File: src/rtl/ram_burst_pkg.sv
// -----------------------------------------------------------------------------
// ram_burst_pkg
// Shared definitions for the RAM burst master: FSM state encoding, beat
// geometry and the byte-strobe to bit-mask expansion helper.
// -----------------------------------------------------------------------------
package ram_burst_pkg;

  // One RAM index addresses one 64-bit beat of 8 bytes.
  localparam int BEAT_BYTES = 8;
  localparam int IDX_SHIFT  = 3;

  typedef enum logic [1:0] {
    ST_IDLE  = 2'd0,
    ST_READ  = 2'd1,
    ST_WRITE = 2'd2,
    ST_RESP  = 2'd3
  } state_t;

  // Each strobe bit enables all eight bits of its byte lane.
  function automatic logic [63:0] strb_to_mask(input logic [7:0] strb);
    logic [63:0] mask;
    mask = '0;
    for (int i = 0; i < BEAT_BYTES; i++) begin
      mask[8*i +: 8] = {8{strb[i]}};
    end
    return mask;
  endfunction

endpackage

File: src/rtl/ram_burst_rd_stage.sv
// -----------------------------------------------------------------------------
// ram_burst_rd_stage
// One-entry valid/ready output register for read beats. Holds data/last
// stable while the consumer stalls and tells the issuer when a new beat
// may be loaded.
//
// Ports:
//   clk, rst_n    clock, asynchronous active-low reset
//   i_load        load i_data/i_last into the register this cycle
//   i_data        beat data to load
//   i_last        last-beat flag to load
//   i_ready       consumer accepts the held beat
//   o_valid       register holds a beat
//   o_data        held beat data
//   o_last        held last-beat flag
//   o_can_load    register is empty or is being drained this cycle
// -----------------------------------------------------------------------------
module ram_burst_rd_stage (
  input  logic        clk,
  input  logic        rst_n,
  input  logic        i_load,
  input  logic [63:0] i_data,
  input  logic        i_last,
  input  logic        i_ready,
  output logic        o_valid,
  output logic [63:0] o_data,
  output logic        o_last,
  output logic        o_can_load
);

  logic        r_valid;
  logic [63:0] r_data;
  logic        r_last;

  assign o_can_load = !r_valid || i_ready;

  // NOTE: the data register is reset too, so the read data port shows a
  // defined zero after reset rather than a stale beat.
  // NOTE: sequential state uses non-blocking assignments so every register
  // samples pre-edge values regardless of block evaluation order.
  always_ff @(posedge clk or negedge rst_n) begin
    if (!rst_n) begin
      r_valid <= 1'b0;
      r_data  <= '0;
      r_last  <= 1'b0;
    end else if (i_load) begin
      r_valid <= 1'b1;
      r_data  <= i_data;
      r_last  <= i_last;
    end else if (i_ready) begin
      r_valid <= 1'b0;
    end
  end

  assign o_valid = r_valid;
  assign o_data  = r_data;
  assign o_last  = r_last;

endmodule

File: src/rtl/ram_burst_master.sv
// -----------------------------------------------------------------------------
// ram_burst_master
// Converts byte-addressed read/write bursts into per-beat accesses on the
// 64-bit simulation RAM helper port.
//
// Ports:
//   clk, rst_n                 clock, asynchronous active-low reset
//   req_valid/req_ready        burst request handshake (ready only in IDLE)
//   req_write, req_addr,       direction, byte address (low 3 bits ignored),
//   req_len                    beats minus one
//   w_valid/w_ready, w_data,   write beat channel with byte strobes
//   w_strb
//   b_valid/b_ready            write burst completion
//   r_valid/r_ready, r_data,   registered, back-pressurable read beats
//   r_last
//   ram_en, ram_rIdx,          RAM access enable, read index, comb read data
//   ram_rdata
//   ram_wIdx, ram_wdata,       RAM write index/data/bit mask/enable; zero
//   ram_wmask, ram_wen         outside write-issue cycles
// -----------------------------------------------------------------------------
module ram_burst_master
  import ram_burst_pkg::*;
#(
  parameter int LEN_W = 8
) (
  input  logic             clk,
  input  logic             rst_n,
  input  logic             req_valid,
  output logic             req_ready,
  input  logic             req_write,
  input  logic [63:0]      req_addr,
  input  logic [LEN_W-1:0] req_len,
  input  logic             w_valid,
  output logic             w_ready,
  input  logic [63:0]      w_data,
  input  logic [7:0]       w_strb,
  output logic             b_valid,
  input  logic             b_ready,
  output logic             r_valid,
  input  logic             r_ready,
  output logic [63:0]      r_data,
  output logic             r_last,
  output logic             ram_en,
  output logic [63:0]      ram_rIdx,
  input  logic [63:0]      ram_rdata,
  output logic [63:0]      ram_wIdx,
  output logic [63:0]      ram_wdata,
  output logic [63:0]      ram_wmask,
  output logic             ram_wen
);

  state_t           r_state;
  logic [63:0]      r_idx;   // beat index, wraps modulo 2^64
  logic [LEN_W-1:0] r_cnt;   // beats remaining minus one

  logic w_can_load;
  logic w_rd_issue;
  logic w_wr_beat;
  logic w_cnt_zero;

  assign w_cnt_zero = (r_cnt == '0);
  // A read beat issues only when the output register can take it, which
  // also holds off a new burst until the previous burst's last beat drains.
  assign w_rd_issue = (r_state == ST_READ) && w_can_load;
  assign w_wr_beat  = (r_state == ST_WRITE) && w_valid;

  // The counter is never decremented past zero in a way that is observed:
  // the beat issued at zero leaves the data state.
  always_ff @(posedge clk or negedge rst_n) begin
    if (!rst_n) begin
      r_state <= ST_IDLE;
      r_idx   <= '0;
      r_cnt   <= '0;
    end else begin
      case (r_state)
        ST_IDLE: begin
          if (req_valid) begin
            r_idx   <= req_addr >> IDX_SHIFT;
            r_cnt   <= req_len;
            r_state <= req_write ? ST_WRITE : ST_READ;
          end
        end
        ST_READ: begin
          if (w_rd_issue) begin
            r_idx <= r_idx + 64'd1;
            r_cnt <= r_cnt - LEN_W'(1);
            if (w_cnt_zero) r_state <= ST_IDLE;
          end
        end
        ST_WRITE: begin
          if (w_wr_beat) begin
            r_idx <= r_idx + 64'd1;
            r_cnt <= r_cnt - LEN_W'(1);
            if (w_cnt_zero) r_state <= ST_RESP;
          end
        end
        ST_RESP: begin
          if (b_ready) r_state <= ST_IDLE;
        end
        default: r_state <= ST_IDLE;
      endcase
    end
  end

  // Handshake outputs decode directly from the state register.
  assign req_ready = (r_state == ST_IDLE);
  assign w_ready   = (r_state == ST_WRITE);
  assign b_valid   = (r_state == ST_RESP);

  // RAM port: read index is always presented; write fields are zeroed when
  // no write beat issues so idle cycles show a quiet bus.
  assign ram_en    = w_rd_issue || w_wr_beat;
  assign ram_wen   = w_wr_beat;
  assign ram_rIdx  = r_idx;
  assign ram_wIdx  = w_wr_beat ? r_idx : '0;
  assign ram_wdata = w_wr_beat ? w_data : '0;
  assign ram_wmask = w_wr_beat ? strb_to_mask(w_strb) : '0;

  ram_burst_rd_stage u_rd_stage (
    .clk        (clk),
    .rst_n      (rst_n),
    .i_load     (w_rd_issue),
    .i_data     (ram_rdata),
    .i_last     (w_cnt_zero),
    .i_ready    (r_ready),
    .o_valid    (r_valid),
    .o_data     (r_data),
    .o_last     (r_last),
    .o_can_load (w_can_load)
  );

endmodule

File: config.mk
export PLATFORM = sky130hd
export DESIGN_NAME = ram_burst_master
export DESIGN_NICKNAME = d
export VERILOG_FILES = /design/src/rtl/ram_burst_pkg.sv /design/src/rtl/ram_burst_rd_stage.sv /design/src/rtl/ram_burst_master.sv
export SDC_FILE = /design/constraint.sdc
export NUM_CORES = 1
export LEC_CHECK = 0
export BUFFER_PORTS_ARGS = -buffer_cell sky130_fd_sc_hd__buf_2
export CORE_AREA = 2 2 209 211
export DETAILED_ROUTE_END_ITERATION = 6
export DIE_AREA = 0 0 211 213
export SYNTH_ARGS = -nofsm -noshare
export SYNTH_HDL_FRONTEND = slang
export SYNTH_SLANG_ARGS = --single-unit
File: constraint.sdc
create_clock -name clk -period 5.2 [get_ports clk]
set_input_delay 1.04 -clock clk [delete_from_list [all_inputs] [get_ports clk]]
set_output_delay 1.04 -clock clk [all_outputs]
set_load 0.05 [all_outputs]
---- Word-level counts from Yosys, hierarchy flattened ----
Cells that the tools add are included.
operators by class
  $add $sub $neg .......................... 2
  $mul .................................... 0
  divide/modulo/power cells ............... 0
  magnitude comparators ................... 0
  eq/ne operators ......................... 9
  shift-type cells ........................ 0
  muxes and demuxes ....................... 21
  bitwise logic cells ..................... 0
  reductions and logical operators ........ 11
operators with widths
  kind                     count
  $mux W64                 6
  $pmux W64 S3             1
  $add A64 B1 Y64 const B  1
  $mux W8                  3
  $pmux W8 S3              1
  $mux W2                  7
  $logic_not A8 Y1         1
  $ne A2 B1 Y1 const B     4
  $pmux W2 S4              1
  $sub A8 B1 Y8 const B    1
  $reduce_and A6 Y1        1
  $eq A2 B2 Y1 const B     2
  $ne A2 B2 Y1 const B     2
  $reduce_and A4 Y1        1
  $reduce_bool A3 Y1       1
  $eq A2 B1 Y1 const B     1
  $logic_and A1 B1 Y1      2
  $logic_not A2 Y1         1
  $logic_or A1 B1 Y1       2
  $mux W1                  2
  $reduce_bool A2 Y1       1
  $logic_not A1 Y1         1
word-level totals
  flip-flop bits (word level) ............. 140
  latch bits .............................. 0
  bits in writable memories ............... 0
  bits in read-only memories .............. 0
  bits of input ports ..................... 215
  output and inout bits ................... 327
  logic and storage cells ................. 49
  memories kept ........................... 0

---- Longest topological paths before layout ----
  depth in word-level cells ............... 5
  depth in mapped cells ................... 9
  depth with buffers taken out ............ 8

---- Hierarchy ----
From an unflattened synthesis, not the netlist that was laid out.
unflattened totals
  cell total of the unflattened synthesis .. 1023
  area total of the unflattened synthesis .. 9362.7 um^2
modules (own cells, without submodules)
  module              instances  cells an instance  area an instance (um^2)
  ram_burst_master    1          883                6754.0
  ram_burst_rd_stage  1          140                2608.8

---- Worst setup path before layout ----
Ideal clock, no wire load.
  kind .................................... reg-to-output
  from .................................... register r_state[0]
  to ...................................... output port ram_wmask[10]
  data arrival time ....................... 2.427 ns
  required time ........................... 4.160 ns
  setup slack ............................. 1.733 ns
  stages on the path, launching flop included .. 7
  buffers on the path ..................... 3
  cells stage by stage .................... dfrtp_1 inv_1 ha_1 clkbuf_1 clkbuf_1 and3_1 buf_4
between the ends
  longest elaborated chain between the ends .. 3
ends and longest elaborated chain
  item                    line                     source
  start, declared         ram_burst_master.sv:52   state_t r_state;
  start signal, assigned  ram_burst_master.sv:80   r_state <= req_write ? ST_WRITE : ST_READ;
  $eq A2 B2 Y1            n/a
  via w_ready             ram_burst_master.sv:34   output logic w_ready,
  $logic_and A1 B1 Y1     ram_burst_master.sv:65   assign w_wr_beat = (r_state == ST_WRITE) && w_valid;
  $mux W64                ram_burst_master.sv:117  assign ram_wmask = w_wr_beat ? strb_to_mask(w_strb) : '0;
  end, declared           ram_burst_master.sv:48   output logic [63:0] ram_wmask,
The timed path passes the listed nets, and every way through them passes these cells.

---- Worst setup path in the final report ----
  from .................................... register r_state[0]
  to ...................................... output port ram_wdata[29]
between the ends
  longest elaborated chain between the ends .. 3
ends and longest elaborated chain
  item                 line                     source
  $eq A2 B2 Y1         ram_burst_master.sv:65
  $logic_and A1 B1 Y1  ram_burst_master.sv:65
  $mux W64             ram_burst_master.sv:116  assign ram_wdata = w_wr_beat ? w_data : '0;
  end, declared        ram_burst_master.sv:47   output logic [63:0] ram_wdata,
Every way passes these cells.

==> impl.org <==
** Run status
- Run status :: complete, no violations

** STA
- Fin crit share :: 74.1%
- Post-route minimum period :: 3850 ps
- Final hold analysis gives a worst-case slack of 476 ps.
- Maximum clock frequency :: 259 MHz
- Setup violations remaining at the end of the flow were counted as 0.
- Hold violation count in the final report :: 0
- After routing, the total negative slack on setup checks comes to 0 ps.
- Headroom to the max-slew limit came out at 22.3%.
- At the pin with the least slew margin, the transition time is 1170 ps.
- RSZ-0062 raised after global routing :: false
- Max-slew violations :: 0
- Largest clock skew in the final design :: 11.7 ps

** Synthesis
- Synthesis instantiated 57 different standard cells from the library.
- Synth Register Bits :: 140
- For this run, the register share of the synthesized area comes to 39.6%.
- The top cell type by area accounts for 39.6% of the synthesized area.
- After synthesis, the share of flip-flops with an asynchronous set or reset is between 90% and 100%.
- A synthesized cell averages 9.08 sq um.
- Most used flip-flop cell after synthesis :: dfrtp_1
- Dominant cells by area after synthesis :: dfrtp_1, and3_1, mux2_2
- Post-synthesis instance total :: 974
- The most common cell in the synthesized netlist is and3_1.
- Counting instances in the post-synthesis netlist gives the leading cell types as and3_1, dfrtp_1, nand2_1, mux2_2, clkbuf_1.
- Total number of yosys warnings :: 0
- Yosys mapped a number of flops with a built-in enable equal to 0.
- Largest area contributor in the synthesized netlist :: dfrtp_1
- After synthesis the cells add up to about 8800 sq um.
- Synthesized net count :: 1,198

** Global routing
- The number of global-route vias before repair is 8,509.
- The first global-routing pass estimated about 50,000 um of wire.
- Entering global routing, the biggest net connects 142 pins.
- The initial antenna violation count is 5.
- Global routing used 14.9% of the available tracks across all layers.
- Summed over all layers, the global routing overflow is 0.

** Critical path
- Across all register-to-register paths, the minimum setup slack is roughly 2000 ps.
- Worst path arrival time :: 2810 ps
- Largest driver fanout on the critical path :: 141
- The worst setup path is launched from a flip-flop.
- The worst register-to-register path ends at ram_rIdx[62]$_DFFE_PN0P_.
- At the worst endpoint, the required time is ~4200 ps.
- Depth of the most critical reg-to-reg path :: 6
- Start-to-end type of the worst setup path :: flip-flop to primary output
- Max stage delay cell, worst path :: ha_4
- Startpoint of the worst-slack reg-to-reg timing path :: r_state[0]$_DFFE_PN0P_
- Counting both buffers and inverters, the worst setup path holds a total of 2.
- Worst path top cell family by delay :: adder cells
- CP Cell Sequence :: inv_1, ha_4, and3_1, buf_2
- For this run, the slowest stage of the critical path takes 840 ps.
- Crit. End Element :: primary output

** Floorplanning
- The floorplan step defined a die boundary enclosing around 45,000 sq um.
- Width of the die :: about 210 um
- Initial Utilization :: 20.7%
- In this run the vertical extent of the chip is about 210 um.
- The floorplan step defined a core boundary enclosing 42,700 sq um.
- # rows :: 76
- Ports placed on the boundary :: roughly 540

** Power
- For this design the static power due to leakage is 6.54 nW.
- Max IR drop VDD :: 0.000521 V
- Cell Pwr Density :: 826 nW/um^2

** Clock network
- The longest clock path from root to sink contains 2 buffers.
- TritonCTS Buffers :: 17
- TritonCTS built the clock tree.
- Register clock-pin slew on the reported worst setup and hold paths :: 60 ps
- Clock latency of the later-clocked register in the worst-skew pair :: 460 ps
- After clock tree synthesis, the setup repair step added 0 buffers.
- The root buffer cell chosen for the clock tree is clkbuf_16.
- Post-CTS sizing :: 0
- In this run, post-CTS hold repair placed 0 buffers.
- TritonCTS sink count :: 140
- In this run the number of H-tree levels came out at 4.

** Job
- Number of max-cap violations :: 0

** Place
- Inst Count DP :: 1,931
- GP Congestion :: 0.797
- HPWL Detailed :: between 20,000 and 30,000 um
- The placed instances occupy a cell area of 11,600 sq um.
- In this run the tool buffered the top-level ports with between 500 and 600 buffer cells.

** Routing
- Wirelength per Cell :: 18.0 um
- For this run, design rule violations remaining after detail routing come to 0.
- For this block, the routed nets add up to 35,400 um of wire.
- Iteration-0 DRC Markers :: 486
- The detail route stage leaves a number of antenna-violating nets equal to 0.
- Number of vias after detailed routing :: 9,366
- Routed vias/inst :: 4.77
- Pre-Repair DR Iteration Count :: 5

** Finish
- The finished layout holds 1,965 standard cells, fillers aside.
- The area growth from synthesis to layout is 37.0%.
- Summing all non-filler instances in the final layout gives an area of 12,100 sq um.
- For this run, the post-layout net count is 1,628.
- Layout cells sized above 1 :: 47.4%

** Hold path
- The worst hold path terminates at u_rd_stage.o_last$_DFFE_PN0P_.
- Type of the tightest min-delay check :: flip-flop to flip-flop
- Worst min-delay path startpoint :: u_rd_stage.o_last$_DFFE_PN0P_
- Counting instances, the worst hold path has a depth of 2.
==> kinds of logic (layout without fill, tap and decap cells) <==
kind of cell | count (synthesis) | in the layout | synth area share [%]
muxes | 93 | 93 | 11.5
AOI/OAI and AO/OA | 171 | 171 | 11.5
DFF | 140 | 140 | 39.6
adders and majority gates | 9 | 9 | 1.27
buffers and inverters | 148 | 591 | 9.38
other | 0 | 2 | 0
and+or+nand+nor | 413 | 413 | 26.7
==> cells in the final DEF, fill, tap and decap left out, types with 26 or more instances in the layout <==
cell type    n
o22ai_1     48
nor2_1      42
dfrtp_1    140
and3_1     151
a21oi_1     57
mux2i_1     26
o21ai_0     37
nand2_1     69
nand3_1     53
mux2_2      67
buf_2      536
==> worst max-delay path by stage <==
stage / slack (ps) / depth (start not counted) / end / start
after floorplan: 1730 / 6 / ram_wmask[10] / r_state[0]$_DFFE_PN0P_
after global placement: 1590 / 4 / ram_wIdx[1] / w_valid
after detailed placement: 1510 / 4 / ram_wIdx[1] / w_valid
after CTS: 1270 / 4 / ram_wmask[48] / r_state[0]$_DFFE_PN0P_
after global routing: 1160 / 4 / ram_wmask[52] / r_state[0]$_DFFE_PN0P_
final: 1350 / 4 / ram_wdata[29] / r_state[0]$_DFFE_PN0P_
==> state kept, by name, indices dropped and copies added, names as in the netlist <==
name,cells
u_rd_stage.o_last,1
u_rd_stage.o_data,64
u_rd_stage.o_valid,1
ram_rIdx,64
r_cnt,8
r_state,2
==> power breakdown <==
group          internal (mW)  total (mW)  switching [mW]  leakage, nW
Clock                  0.628        1.19           0.559        0.268
Combinational           1.70        6.40            4.70         4.64
Sequential              1.67        2.43           0.756         1.64
==> metal layers <==
metal | vias up | wire, um | GRT usage, %
met4 | 2 | 778 | 5.78
met3 | 49 | 2120 | 3.40
met5 | - | 7 | 0
met2 | 395 | 16700 | 23.6
met1 | 4535 | 15800 | 19.6
li1 | 4385 | - | -
==> through the flow <==
stage	power [mW]	util, %	setup WS [ps]
after global routing	10.6	28.4	1160
after detailed placement	8.89	27.1	1510
final	10.0	28.4	1350
after CTS	10.1	28.4	1270
after global placement	8.78	27.1	1590
after floorplan	7.25	-	1730
==> worst reg2reg max path: stages (launching register included) <==
cell and delay, ps:
dfrtp_1 440, inv_1 220, ha_4 840, nor2b_1 440, or4_4 520, nor2_2 290, a2111oi_2 380
==> area by class of cell <==
cell class	instances	area [sq um]
antenna	2	5.00
clock buffer	18	429
fill	4572	30600
clock inverter	14	125
timing repair buffer	546	2770
inverter	13	48.8
sequential	140	3500
multi-input combinational	686	4550
tap	546	683
(Power assumes the default switching activity.)
